### src/rtl/pc_fetch_unit_if.sv
// Fetch-unit bus: redirect inputs, instruction-memory handshake, decode-side buffer, counters.
// The master modport is the fetch unit; the slave modport is memory/decode/EX.
interface pc_fetch_unit_if #(
    parameter int unsigned XLEN      = 32,
    parameter int unsigned ILEN      = 32,
    parameter int unsigned CNT_WIDTH = 32
);
    logic                 trap_valid;
    logic [XLEN-1:0]      trap_pc;
    logic                 redirect_valid;
    logic [XLEN-1:0]      redirect_pc;
    logic                 fetch_req_valid;
    logic [XLEN-1:0]      fetch_req_addr;
    logic                 fetch_req_ready;
    logic                 fetch_rsp_valid;
    logic [ILEN-1:0]      fetch_rsp_data;
    logic                 if_valid;
    logic [XLEN-1:0]      if_pc;
    logic [ILEN-1:0]      if_instr;
    logic                 if_ready;
    logic                 misaligned;
    logic [CNT_WIDTH-1:0] fetch_count;

    modport master (
        input  trap_valid, trap_pc, redirect_valid, redirect_pc,
        input  fetch_req_ready, fetch_rsp_valid, fetch_rsp_data, if_ready,
        output fetch_req_valid, fetch_req_addr, if_valid, if_pc, if_instr,
        output misaligned, fetch_count
    );

    modport slave (
        output trap_valid, trap_pc, redirect_valid, redirect_pc,
        output fetch_req_ready, fetch_rsp_valid, fetch_rsp_data, if_ready,
        input  fetch_req_valid, fetch_req_addr, if_valid, if_pc, if_instr,
        input  misaligned, fetch_count
    );
endinterface

### src/rtl/pc_fetch_unit.sv
// Program counter and single-outstanding instruction fetch sequencer with a one-entry
// decode buffer, trap/branch redirects (killing in-flight fetches) and a delivery counter.
module pc_fetch_unit #(
    parameter int unsigned     XLEN         = 32,
    parameter int unsigned     ILEN         = 32,
    parameter int unsigned     INSTR_BYTES  = 4,
    parameter logic [XLEN-1:0] RESET_VECTOR = '0,
    parameter int unsigned     CNT_WIDTH    = 32
) (
    input  logic                clk,
    input  logic                reset,
    pc_fetch_unit_if.master     bus
);

    localparam logic [XLEN-1:0] PcStep    = XLEN'(INSTR_BYTES);
    localparam logic [XLEN-1:0] AlignMask = ~XLEN'(INSTR_BYTES - 1);

    typedef enum logic [1:0] {StReq, StWait, StHold} state_e;

    state_e               state_q, state_d;
    logic [XLEN-1:0]      pc_q, pc_d;
    logic [XLEN-1:0]      if_pc_q, if_pc_d;
    logic [ILEN-1:0]      if_instr_q, if_instr_d;
    logic                 kill_q, kill_d;
    logic                 misaligned_q, misaligned_d;
    logic [CNT_WIDTH-1:0] count_q, count_d;

    logic                 redir;
    logic [XLEN-1:0]      target;
    logic [XLEN-1:0]      target_aligned;

    // Trap wins over branch/jump redirect.
    assign redir          = bus.trap_valid | bus.redirect_valid;
    assign target         = bus.trap_valid ? bus.trap_pc : bus.redirect_pc;
    assign target_aligned = target & AlignMask;

    always_comb begin
        state_d      = state_q;
        pc_d         = pc_q;
        if_pc_d      = if_pc_q;
        if_instr_d   = if_instr_q;
        kill_d       = kill_q;
        count_d      = count_q;
        misaligned_d = redir && (target != target_aligned);

        unique case (state_q)
            StReq: begin
                if (bus.fetch_req_ready) begin
                    if_pc_d = pc_q;
                    state_d = StWait;
                    kill_d  = redir;
                end
            end
            StWait: begin
                if (bus.fetch_rsp_valid) begin
                    if (kill_q || redir) begin
                        kill_d  = 1'b0;
                        state_d = StReq;
                    end else begin
                        if_instr_d = bus.fetch_rsp_data;
                        pc_d       = if_pc_q + PcStep;
                        state_d    = StHold;
                    end
                end else if (redir) begin
                    kill_d = 1'b1;
                end
            end
            StHold: begin
                if (redir) begin
                    state_d = StReq;
                end else if (bus.if_ready) begin
                    state_d = StReq;
                    count_d = count_q + CNT_WIDTH'(1);
                end
            end
            default: state_d = StReq;
        endcase

        // A redirect always owns the next PC, overriding the sequential increment.
        if (redir) begin
            pc_d = target_aligned;
        end
    end

    always_ff @(posedge clk or posedge reset) begin
        if (reset) begin
            state_q      <= StReq;
            pc_q         <= RESET_VECTOR;
            if_pc_q      <= '0;
            if_instr_q   <= '0;
            kill_q       <= 1'b0;
            misaligned_q <= 1'b0;
            count_q      <= '0;
        end else begin
            state_q      <= state_d;
            pc_q         <= pc_d;
            if_pc_q      <= if_pc_d;
            if_instr_q   <= if_instr_d;
            kill_q       <= kill_d;
            misaligned_q <= misaligned_d;
            count_q      <= count_d;
        end
    end

    assign bus.fetch_req_valid = (state_q == StReq);
    assign bus.fetch_req_addr  = pc_q;
    assign bus.if_valid        = (state_q == StHold) && !redir;
    assign bus.if_pc           = if_pc_q;
    assign bus.if_instr        = if_instr_q;
    assign bus.misaligned      = misaligned_q;
    assign bus.fetch_count     = count_q;

endmodule

### src/flat_wrapper.sv
// flat-port wrapper written by rule: the top's interface ports become plain ports
module pc_fetch_unit_flat 
#(
    parameter int unsigned     XLEN         = 32,
    parameter int unsigned     ILEN         = 32,
    parameter int unsigned     INSTR_BYTES  = 4,
    parameter logic [XLEN-1:0] RESET_VECTOR = '0,
    parameter int unsigned     CNT_WIDTH    = 32
)
  (clk, reset, bus_trap_valid, bus_trap_pc, bus_redirect_valid, bus_redirect_pc, bus_fetch_req_ready, bus_fetch_rsp_valid, bus_fetch_rsp_data, bus_if_ready, bus_fetch_req_valid, bus_fetch_req_addr, bus_if_valid, bus_if_pc, bus_if_instr, bus_misaligned, bus_fetch_count);
  pc_fetch_unit_if #(.XLEN(XLEN), .ILEN(ILEN), .CNT_WIDTH(CNT_WIDTH)) bus_i ();
  input  logic clk;
  input  logic reset;
  input wire logic [$bits(bus_i.trap_valid)-1:0] bus_trap_valid;
  input wire logic [$bits(bus_i.trap_pc)-1:0] bus_trap_pc;
  input wire logic [$bits(bus_i.redirect_valid)-1:0] bus_redirect_valid;
  input wire logic [$bits(bus_i.redirect_pc)-1:0] bus_redirect_pc;
  input wire logic [$bits(bus_i.fetch_req_ready)-1:0] bus_fetch_req_ready;
  input wire logic [$bits(bus_i.fetch_rsp_valid)-1:0] bus_fetch_rsp_valid;
  input wire logic [$bits(bus_i.fetch_rsp_data)-1:0] bus_fetch_rsp_data;
  input wire logic [$bits(bus_i.if_ready)-1:0] bus_if_ready;
  output wire logic [$bits(bus_i.fetch_req_valid)-1:0] bus_fetch_req_valid;
  output wire logic [$bits(bus_i.fetch_req_addr)-1:0] bus_fetch_req_addr;
  output wire logic [$bits(bus_i.if_valid)-1:0] bus_if_valid;
  output wire logic [$bits(bus_i.if_pc)-1:0] bus_if_pc;
  output wire logic [$bits(bus_i.if_instr)-1:0] bus_if_instr;
  output wire logic [$bits(bus_i.misaligned)-1:0] bus_misaligned;
  output wire logic [$bits(bus_i.fetch_count)-1:0] bus_fetch_count;
  assign bus_i.trap_valid = bus_trap_valid;
  assign bus_i.trap_pc = bus_trap_pc;
  assign bus_i.redirect_valid = bus_redirect_valid;
  assign bus_i.redirect_pc = bus_redirect_pc;
  assign bus_i.fetch_req_ready = bus_fetch_req_ready;
  assign bus_i.fetch_rsp_valid = bus_fetch_rsp_valid;
  assign bus_i.fetch_rsp_data = bus_fetch_rsp_data;
  assign bus_i.if_ready = bus_if_ready;
  assign bus_fetch_req_valid = bus_i.fetch_req_valid;
  assign bus_fetch_req_addr = bus_i.fetch_req_addr;
  assign bus_if_valid = bus_i.if_valid;
  assign bus_if_pc = bus_i.if_pc;
  assign bus_if_instr = bus_i.if_instr;
  assign bus_misaligned = bus_i.misaligned;
  assign bus_fetch_count = bus_i.fetch_count;
  pc_fetch_unit #(.XLEN(XLEN), .ILEN(ILEN), .INSTR_BYTES(INSTR_BYTES), .RESET_VECTOR(RESET_VECTOR), .CNT_WIDTH(CNT_WIDTH)) u_core (.clk(clk), .reset(reset), .bus(bus_i));
endmodule
### config.mk
export PLATFORM = sky130hd
export DESIGN_NAME = pc_fetch_unit_flat
export DESIGN_NICKNAME = d
export VERILOG_FILES = /design/src/rtl/pc_fetch_unit_if.sv /design/src/rtl/pc_fetch_unit.sv /design/src/flat_wrapper.sv
export SDC_FILE = /design/constraint.sdc
export NUM_CORES = 1
export LEC_CHECK = 0
export CAP_MARGIN = 20
export CORE_AREA = 2 2 122 124
export CTS_CLUSTER_DIAMETER = 200
export DETAILED_ROUTE_END_ITERATION = 10
export DIE_AREA = 0 0 124 126
export GPL_TIMING_DRIVEN = 0
export PLACE_DENSITY = 0.8
export SETUP_SLACK_MARGIN = 0.2
export SLEW_MARGIN = 20
export SYNTH_ARGS = -nofsm -noshare
export SYNTH_HDL_FRONTEND = slang
export SYNTH_SLANG_ARGS = --single-unit
### constraint.sdc
create_clock -name clk -period 7.3 [get_ports clk]
set_input_delay 2.19 -clock clk [delete_from_list [all_inputs] [get_ports clk]]
set_output_delay 2.19 -clock clk [all_outputs]
set_load 0.03 [all_outputs]
==> metrics.md, run 1 <==
| Metric | Value |
|---|---|
| Total power | `approximately 3.3 mW` |
| Slew @ Worst Pin | `approximately 0.67 ns` |
| Clk sinks | `between 100 and 150` |
| Pre-CTS WS | `around 1.2 ns` |
| CP top delay family | `buffers and inverters` |
| Status | `finished clean` |
| Die height | `126 µm` |
| CTS max path bufs | `2` |
| Dpl cells | `about 1000` |
| Largest net degree at the start of global routing | `between 70 and 80` |
| Pwr/cell area | `about 340 nW/µm²` |
| CP required | `5.11 ns` |
| Vias in the first global route | `5818` |
| Number of H-tree levels | `4` |
| Post-synthesis cell type count | `slightly above 50` |
| # Post-CTS Setup Buffers | `0` |
| Final worst slack | `approximately 1.2 ns` |
| Register area share after synthesis | `0.523` |
| Area of the core | `14300 µm²` |
| Slowest CP cell | `clkdlybuf4s50_1` |
| FILL cells | `roughly 1100` |
| Layout cell share with drive strength beyond 1 | `0.131` |
| Rows | `44` |
| Finished Layout Cells | `1031` |
| Starting Density | `0.441` |
| Vias post-DR | `around 5700` |
| Max Cap Viol | `0` |
| Ys flop type | `dfrtp_1` |
| Setup-failing EPs final | `0` |
| Num CTS Buffers | `17` |
| Max rail drop VDD | `between 200 and 300 µV` |
| Yosys warning count | `0` |
| DP HPWL | `14.5 mm` |
| Die width | `124 µm` |
| Antenna cells | `0` |
| Cell Chain, Critical Path | `clkdlybuf4s50_1, nor4b_4, clkdlybuf4s50_1` |
| Clock Pin Slew Worst Setup and Hold Paths | `approximately 0.060 ns` |
| DIE AREA | `around 16000 µm²` |
| Unrepaired setup endpoints after global routing | `false` |
| CP arrival | `between 3 and 4 ns` |
| Setup TNS | `0 ns` |
| Final worst path period need | `just over 6 ns` |
| Pins Over Slew Limit | `0` |
| Nets | `around 940` |
| Number of synthesized flops with an enable pin | `0` |
| Remaining Overflow, GRT | `0` |
| Total track usage | `0.262` |
| PostCTS Resize Cnt | `0` |
| Worst setup path category | `in2out` |
| Leak | `3.96 nW` |
| Period utilisation layout | `0.838` |
| Initial antenna violation count | `0` |
| Worst skew pair latency | `0.41 ns` |
| Synthesized area per cell | `between 10 and 15 µm²` |
| Cells after synthesis | `around 580` |
| Wire per inst | `a little under 20 µm` |
| Iteration-0 DRC count of the detailed router | `309` |
| Startpoint Class | `input port` |
| Placer Congestion | `between 0.8 and 0.9` |
| Critical path buffers and inverters | `2` |
| Number of synthesized register bits | `between 100 and 150` |
| Post-synth ARST share | `1.00` |
| Post-DRT Antenna Nets | `0` |
| Synth-to-Final Area Change | `52.0%` |
| Largest stage delay, worst path | `0.76 ns` |
| Max-slew headroom | `0.553` |
| PortBufs | `roughly 230` |
| DR DRC count | `0` |
| HP Class | `reg2reg` |
| Hold-fix buffers at CTS | `0` |
| Net Count, Synth | `a little under 700` |
| Ports | `around 230` |
| Fmax | `164 MHz` |
| Syn Std Cell Area | `6320 µm²` |
| Crit end category | `output pin` |
| Final WL | `between 20 and 25 mm` |
| Root Driver | `clkbuf_16` |
| Pre-antenna DRT Iters | `6` |
| CTS tree | `built` |
| Top cell by count, worst path | `clkdlybuf4s50_1` |
| First-pass GRT wire length | `between 30 and 40 mm` |
| Clock skew | `roughly 0.0095 ns` |
| Top fanout value on the critical path | `7` |
| Final hold violations | `0` |
| Via density | `around 5.5` |
==> report_power, final <==
part / internal (mW) / total, mW / switching (mW)
clock network: 0.683 / 1.01 / 0.327
registers: 0.914 / 1.11 / 0.192
logic: 0.542 / 1.19 / 0.648
==> cell usage in the layout, fill, tap and decap left out, types with 10 or more instances in the layout <==
master and instances:
clkdlybuf4s50_1 232, dfrtp_1 132, mux2_2 61, nand2_1 59, xnor2_1 39, a21oi_1 34, nor2_1 32, o21ai_0 27
nand3_1 22, clkbuf_1 19, xor2_1 18, clkbuf_16 17, nand4_1 12, a22oi_1 11, nor3_1 10
==> area by class of cell <==
cell class | count | area [µm²] | share of cell area
Multi-Input combinational cell | 412 | 2860 | 0.298
Buffer | 29 | 123 | 0.0128
Timing Repair Buffer | 233 | 2350 | 0.245
Sequential cell | 132 | 3300 | 0.344
Clock buffer | 18 | 439 | 0.0458
Tap cell | 184 | 230 | 0.0240
Inverter | 9 | 41.3 | 0.00430
Clock inverter | 14 | 255 | 0.0266
==> Yosys cell counts, drive strengths merged (4+ instances only) <==
library cell	instances	area share
dfrtp	132	0.52
mux2	62	0.11
nand2	59	0.035
xnor2	39	0.054
a21oi	34	0.027
nor2	32	0.019
o21ai	27	0.021
nand3	22	0.017
clkbuf	19	0.011
xor2	18	0.025
nand4	14	0.016
a22oi	11	0.013
buf	10	0.0081
nor3	10	0.0079
inv	8	0.0048
and3	7	0.0069
and2	6	0.0059
and4	6	0.0083
nand2b	6	0.0059
a21boi	5	0.0059
nand3b	5	0.0059
o211ai	5	0.0059
o221ai	5	0.0069
or3	5	0.0057
nor4	4	0.0073
==> registers in the layout (all words and copies together), names as in the netlist <==
| signal | cells |
|---|---|
| u_core.kill_q | 1 |
| u_core.bus.misaligned | 1 |
| u_core.bus.if_instr | 32 |
| u_core.bus.fetch_req_addr | 32 |
| u_core.bus.fetch_count | 32 |
| u_core.state_q | 2 |
| u_core.bus.if_pc | 32 |
==> cell families after synthesis <==
kind of cell / after synthesis / share of synthesized area
AO/OA/AOI/OAI: 103 / 0.0996
XOR/XNOR: 57 / 0.0790
adder cells (fa/ha/maj): 2 / 0.00396
buffers and inverters: 38 / 0.0248
flip-flops: 132 / 0.523
multiplexers: 63 / 0.112
AND/OR/NAND/NOR: 187 / 0.158
==> per-stage QoR <==
stage          utilization  hold WS [ns]  instance area (µm²)
2_1_floorplan            -         0.516                 6320
3_3_place_gp         0.620         0.462                 8870
3_5_place_dp         0.622         0.478                 8900
4_1_cts              0.671         0.493                 9600
5_1_grt              0.671         0.511                 9600
6_report             0.671         0.484                 9600
==> final timing paths <==
check	endpoint	depth (start not counted)	startpoint	slack, ns
setup reg to reg	u_core.bus.fetch_req_addr[2]	8	u_core.state_q[1]	4.91
max in group asynchronous	u_core.bus.fetch_req_addr[13]	3	reset	4.37
hold reg to reg	u_core.bus.fetch_count[31]	1	u_core.bus.fetch_count[31]	0.48
hold / removal	u_core.bus.fetch_count[31]	1	u_core.bus.fetch_count[31]	0.48
min in group asynchronous	u_core.bus.if_instr[20]	2	reset	2.19
setup / recovery	bus_if_valid	3	bus_redirect_valid	1.18
==> layer usage <==
| layer | vias to the layer above | part of all wire | GRT usage |
|---|---|---|---|
| met5 | - | 0 | 0 |
| met4 | 0 | 0.031 | 0.110 |
| met3 | 45 | 0.071 | 0.0806 |
| met2 | 241 | 0.51 | 0.431 |
| met1 | 2798 | 0.39 | 0.318 |
| li1 | 2572 | - | - |
(Power assumes the default switching activity.)
==> run 2: changes to the inputs <==
Settings changed: CORE_AREA 2 2 122 124 to 2 2 128 130, DIE_AREA 0 0 124 126 to 0 0 130 132, PLACE_DENSITY 0.8 to 0.76.
Clock period 7.3 ns to 5.45 ns, I/O delays scaled along.
==> run 2 against run 1 <==
Setup slack got worse by 0.75 ns. Routed wire length decreased by 5.2%. Combinational power increased by 34%. Largest cell class unchanged. Largest power group unchanged.
==> metrics.md, run 2 (synthesis results as in run 1) <==
| Metric | Value |
|---|---|
| Final hold violations | `0 (unchanged)` |
| Most common cell after layout, fill and taps aside | `clkdlybuf4s50_1` |
| Wire per inst | `18.0 µm (-8.0%)` |
| Root Driver | `clkbuf_16` |
| Max-slew headroom | `0.540 (-0.0134)` |
| First-pass GRT wire length | `30.3 mm (-2.7%)` |
| Num CTS Buffers | `17 (unchanged)` |
| Number of H-tree levels | `4 (unchanged)` |
| Largest net degree at the start of global routing | `79 (+2.6%)` |
| Leak | `3.94 nW (-0.49%)` |
| Largest stage delay, worst path | `0.75 ns (about the same)` |
| Clock Pin Slew Worst Setup and Hold Paths | `0.06 ns (about the same)` |
| CTS max path bufs | `2 (unchanged)` |
| Clock skew | `0.0139 ns (+0.00433 ns)` |
| Post-route cell area | `9620 µm² (+0.20%)` |
| Pins Over Slew Limit | `0 (unchanged)` |
| Layout cell share with drive strength beyond 1 | `0.129 (-0.00236)` |
| Crit end category | `output pin` |
| Register-to-register setup slack | `3.13 ns (-1.78 ns)` |
| Pre-antenna DRT Iters | `5 (-1)` |
| Fmax | `about 200 MHz` |
| Vias in the first global route | `5474 (-5.9%)` |
| Logic pwr share | `0.363 (+0.003)` |
| Pwr/cell area | `455 nW/µm² (+32%)` |
| Total track usage | `0.230 (-0.0325)` |
| Via density | `5.18 (-5.6%)` |
| Die height | `132 µm (+4.8%)` |
| Remaining Overflow, GRT | `0 (unchanged)` |
| Nets | `939 (unchanged)` |
| Top fanout value on the critical path | `7 (unchanged)` |
| Hold-fix buffers at CTS | `0 (unchanged)` |
| Slowest CP cell | `clkdlybuf4s50_1` |
| Cell Int Power | `2.82 mW (+32%)` |
| Part of the power in registers | `0.335 (about the same)` |
| Top cell by count, worst path | `clkdlybuf4s50_1` |
| HP Class | `reg2reg` |
| Max rail drop VDD | `238 µV (-18%)` |
| Iteration-0 DRC count of the detailed router | `321 (+3.9%)` |
| Slew @ Worst Pin | `0.691 ns (+0.0201 ns)` |
| Placed Instance Area | `8940 µm² (+0.45%)` |
| CP top delay family | `buffers and inverters` |
| Final worst path period need | `between 5 and 6 ns` |
| Worst setup path category | `in2out` |
| Total power | `4.37 mW (+32%)` |
| FILL cells | `1285 (+16%)` |
| Ports | `234 (unchanged)` |
| CP arrival | `3.38 ns (-0.55 ns)` |
| Initial antenna violation count | `0 (unchanged)` |
| Final WL | `19.2 mm (-5.2%)` |
| Sw frac | `0.354 (+0.00152)` |
| # Post-CTS Setup Buffers | `0 (unchanged)` |
| Setup-failing EPs final | `0 (unchanged)` |
| Rows | `46 (+4.5%)` |
| Vias post-DR | `5504 (-2.7%)` |
| Critical path buffers and inverters | `2 (unchanged)` |
| PostCTS Resize Cnt | `0 (unchanged)` |
| Clk sinks | `132 (unchanged)` |
| DR DRC count | `0 (unchanged)` |
| CP required | `3.82 ns (-1.29 ns)` |
| Starting Density | `0.402 (-0.0393)` |
| Placer Congestion | `0.835 (-1.4%)` |
| Startpoint Class | `input port` |
| Period utilisation layout | `0.919` |
| Status | `finished clean` |
| DP HPWL | `14.0 mm (-3.6%)` |
| Max Cap Viol | `0 (unchanged)` |
| CTS tree | `built` |
| DIE AREA | `17200 µm² (+9.8%)` |
| Antenna cells | `0 (unchanged)` |
| Area of the core | `15700 µm² (+9.8%)` |
| Unrepaired setup endpoints after global routing | `false` |
| Post-DRT Antenna Nets | `0 (unchanged)` |
| Cell Chain, Critical Path | `clkdlybuf4s50_1, nor4b_4, clkdlybuf4s50_1` |
| Leading cell types in the layout, fill and taps excluded | `232 x clkdlybuf4s50_1, 132 x dfrtp_1, 61 x mux2_2` |
| Clk pwr share | `0.302 (-0.003)` |
| Die width | `130 µm (+4.8%)` |
| Net Sw Power | `1.55 mW (+33%)` |
| Worst skew pair latency | `0.42 ns (about the same)` |
| PortBufs | `232 (unchanged)` |
| Synth-to-Final Area Change | `52.2%` |
run 2: changes by cell type in the layout (fill, tap and decap cells not counted), sizes merged:
cell      before  now
bufinv         7    6
clkbuf        37   39
clkinv         6    4
clkinvlp       1    2
run 2: worst paths after layout:
check / from / endpoint / cells past startpoint
hold reg to reg: u_core.bus.fetch_count[31] / u_core.bus.fetch_count[31] / 1
min in group asynchronous: reset / u_core.bus.if_instr[2] / 2
hold / removal: u_core.bus.fetch_count[31] / u_core.bus.fetch_count[31] / 1
setup / recovery: bus_redirect_valid / bus_if_valid / 3
max in group asynchronous: reset / u_core.bus.if_pc[15] / 3
setup reg to reg: u_core.state_q[0] / u_core.bus.if_pc[15] / 5
run 2: stage by stage:
stage	hold slack, ns	instances	setup TNS, ns	worst slack (ns)	util
finish	0.471	1063	0	0.439	0.612
global route	0.508	1063	0	0.358	0.612
CTS	0.478	1063	0	0.433	0.612
detailed placement	0.469	1031	0	0.439	0.569
global placement	0.462	1030	-227.17	-1.73	0.567
floorplan	0.516	582	0	0.289	-
run 2: power by group through the flow:
| stage | clock, mW | sequential [mW] | combinational, mW |
|---|---|---|---|
| after global routing | 1.38 | 1.50 | 1.67 |
| final | 1.32 | 1.46 | 1.59 |
| after global placement | 0 | 1.46 | 1.57 |
| after floorplan | 0 | 1.92 | 0.403 |
| after detailed placement | 0 | 1.48 | 1.59 |
| after CTS | 1.33 | 1.46 | 1.60 |
run 2: final cells by class:
class / instances / area (µm²) / share of cell area
Clock buffer: 20 / 447 / 0.0464
Multi-Input combinational cell: 412 / 2860 / 0.297
Clock inverter: 12 / 226 / 0.0235
Timing Repair Buffer: 233 / 2350 / 0.244
Tap cell: 216 / 270 / 0.0281
Buffer: 29 / 123 / 0.0127
Sequential cell: 132 / 3300 / 0.343
Inverter: 9 / 41.3 / 0.00429
run 2: layer usage:
metal  vias to the layer above  GRT usage  wire [µm]
li1                       2574          -          -
met1                      2682      0.302       8090
met2                       214      0.369       9360
met3                        34     0.0507       1240
met4                         0     0.0890        467
met5                         -          0          0
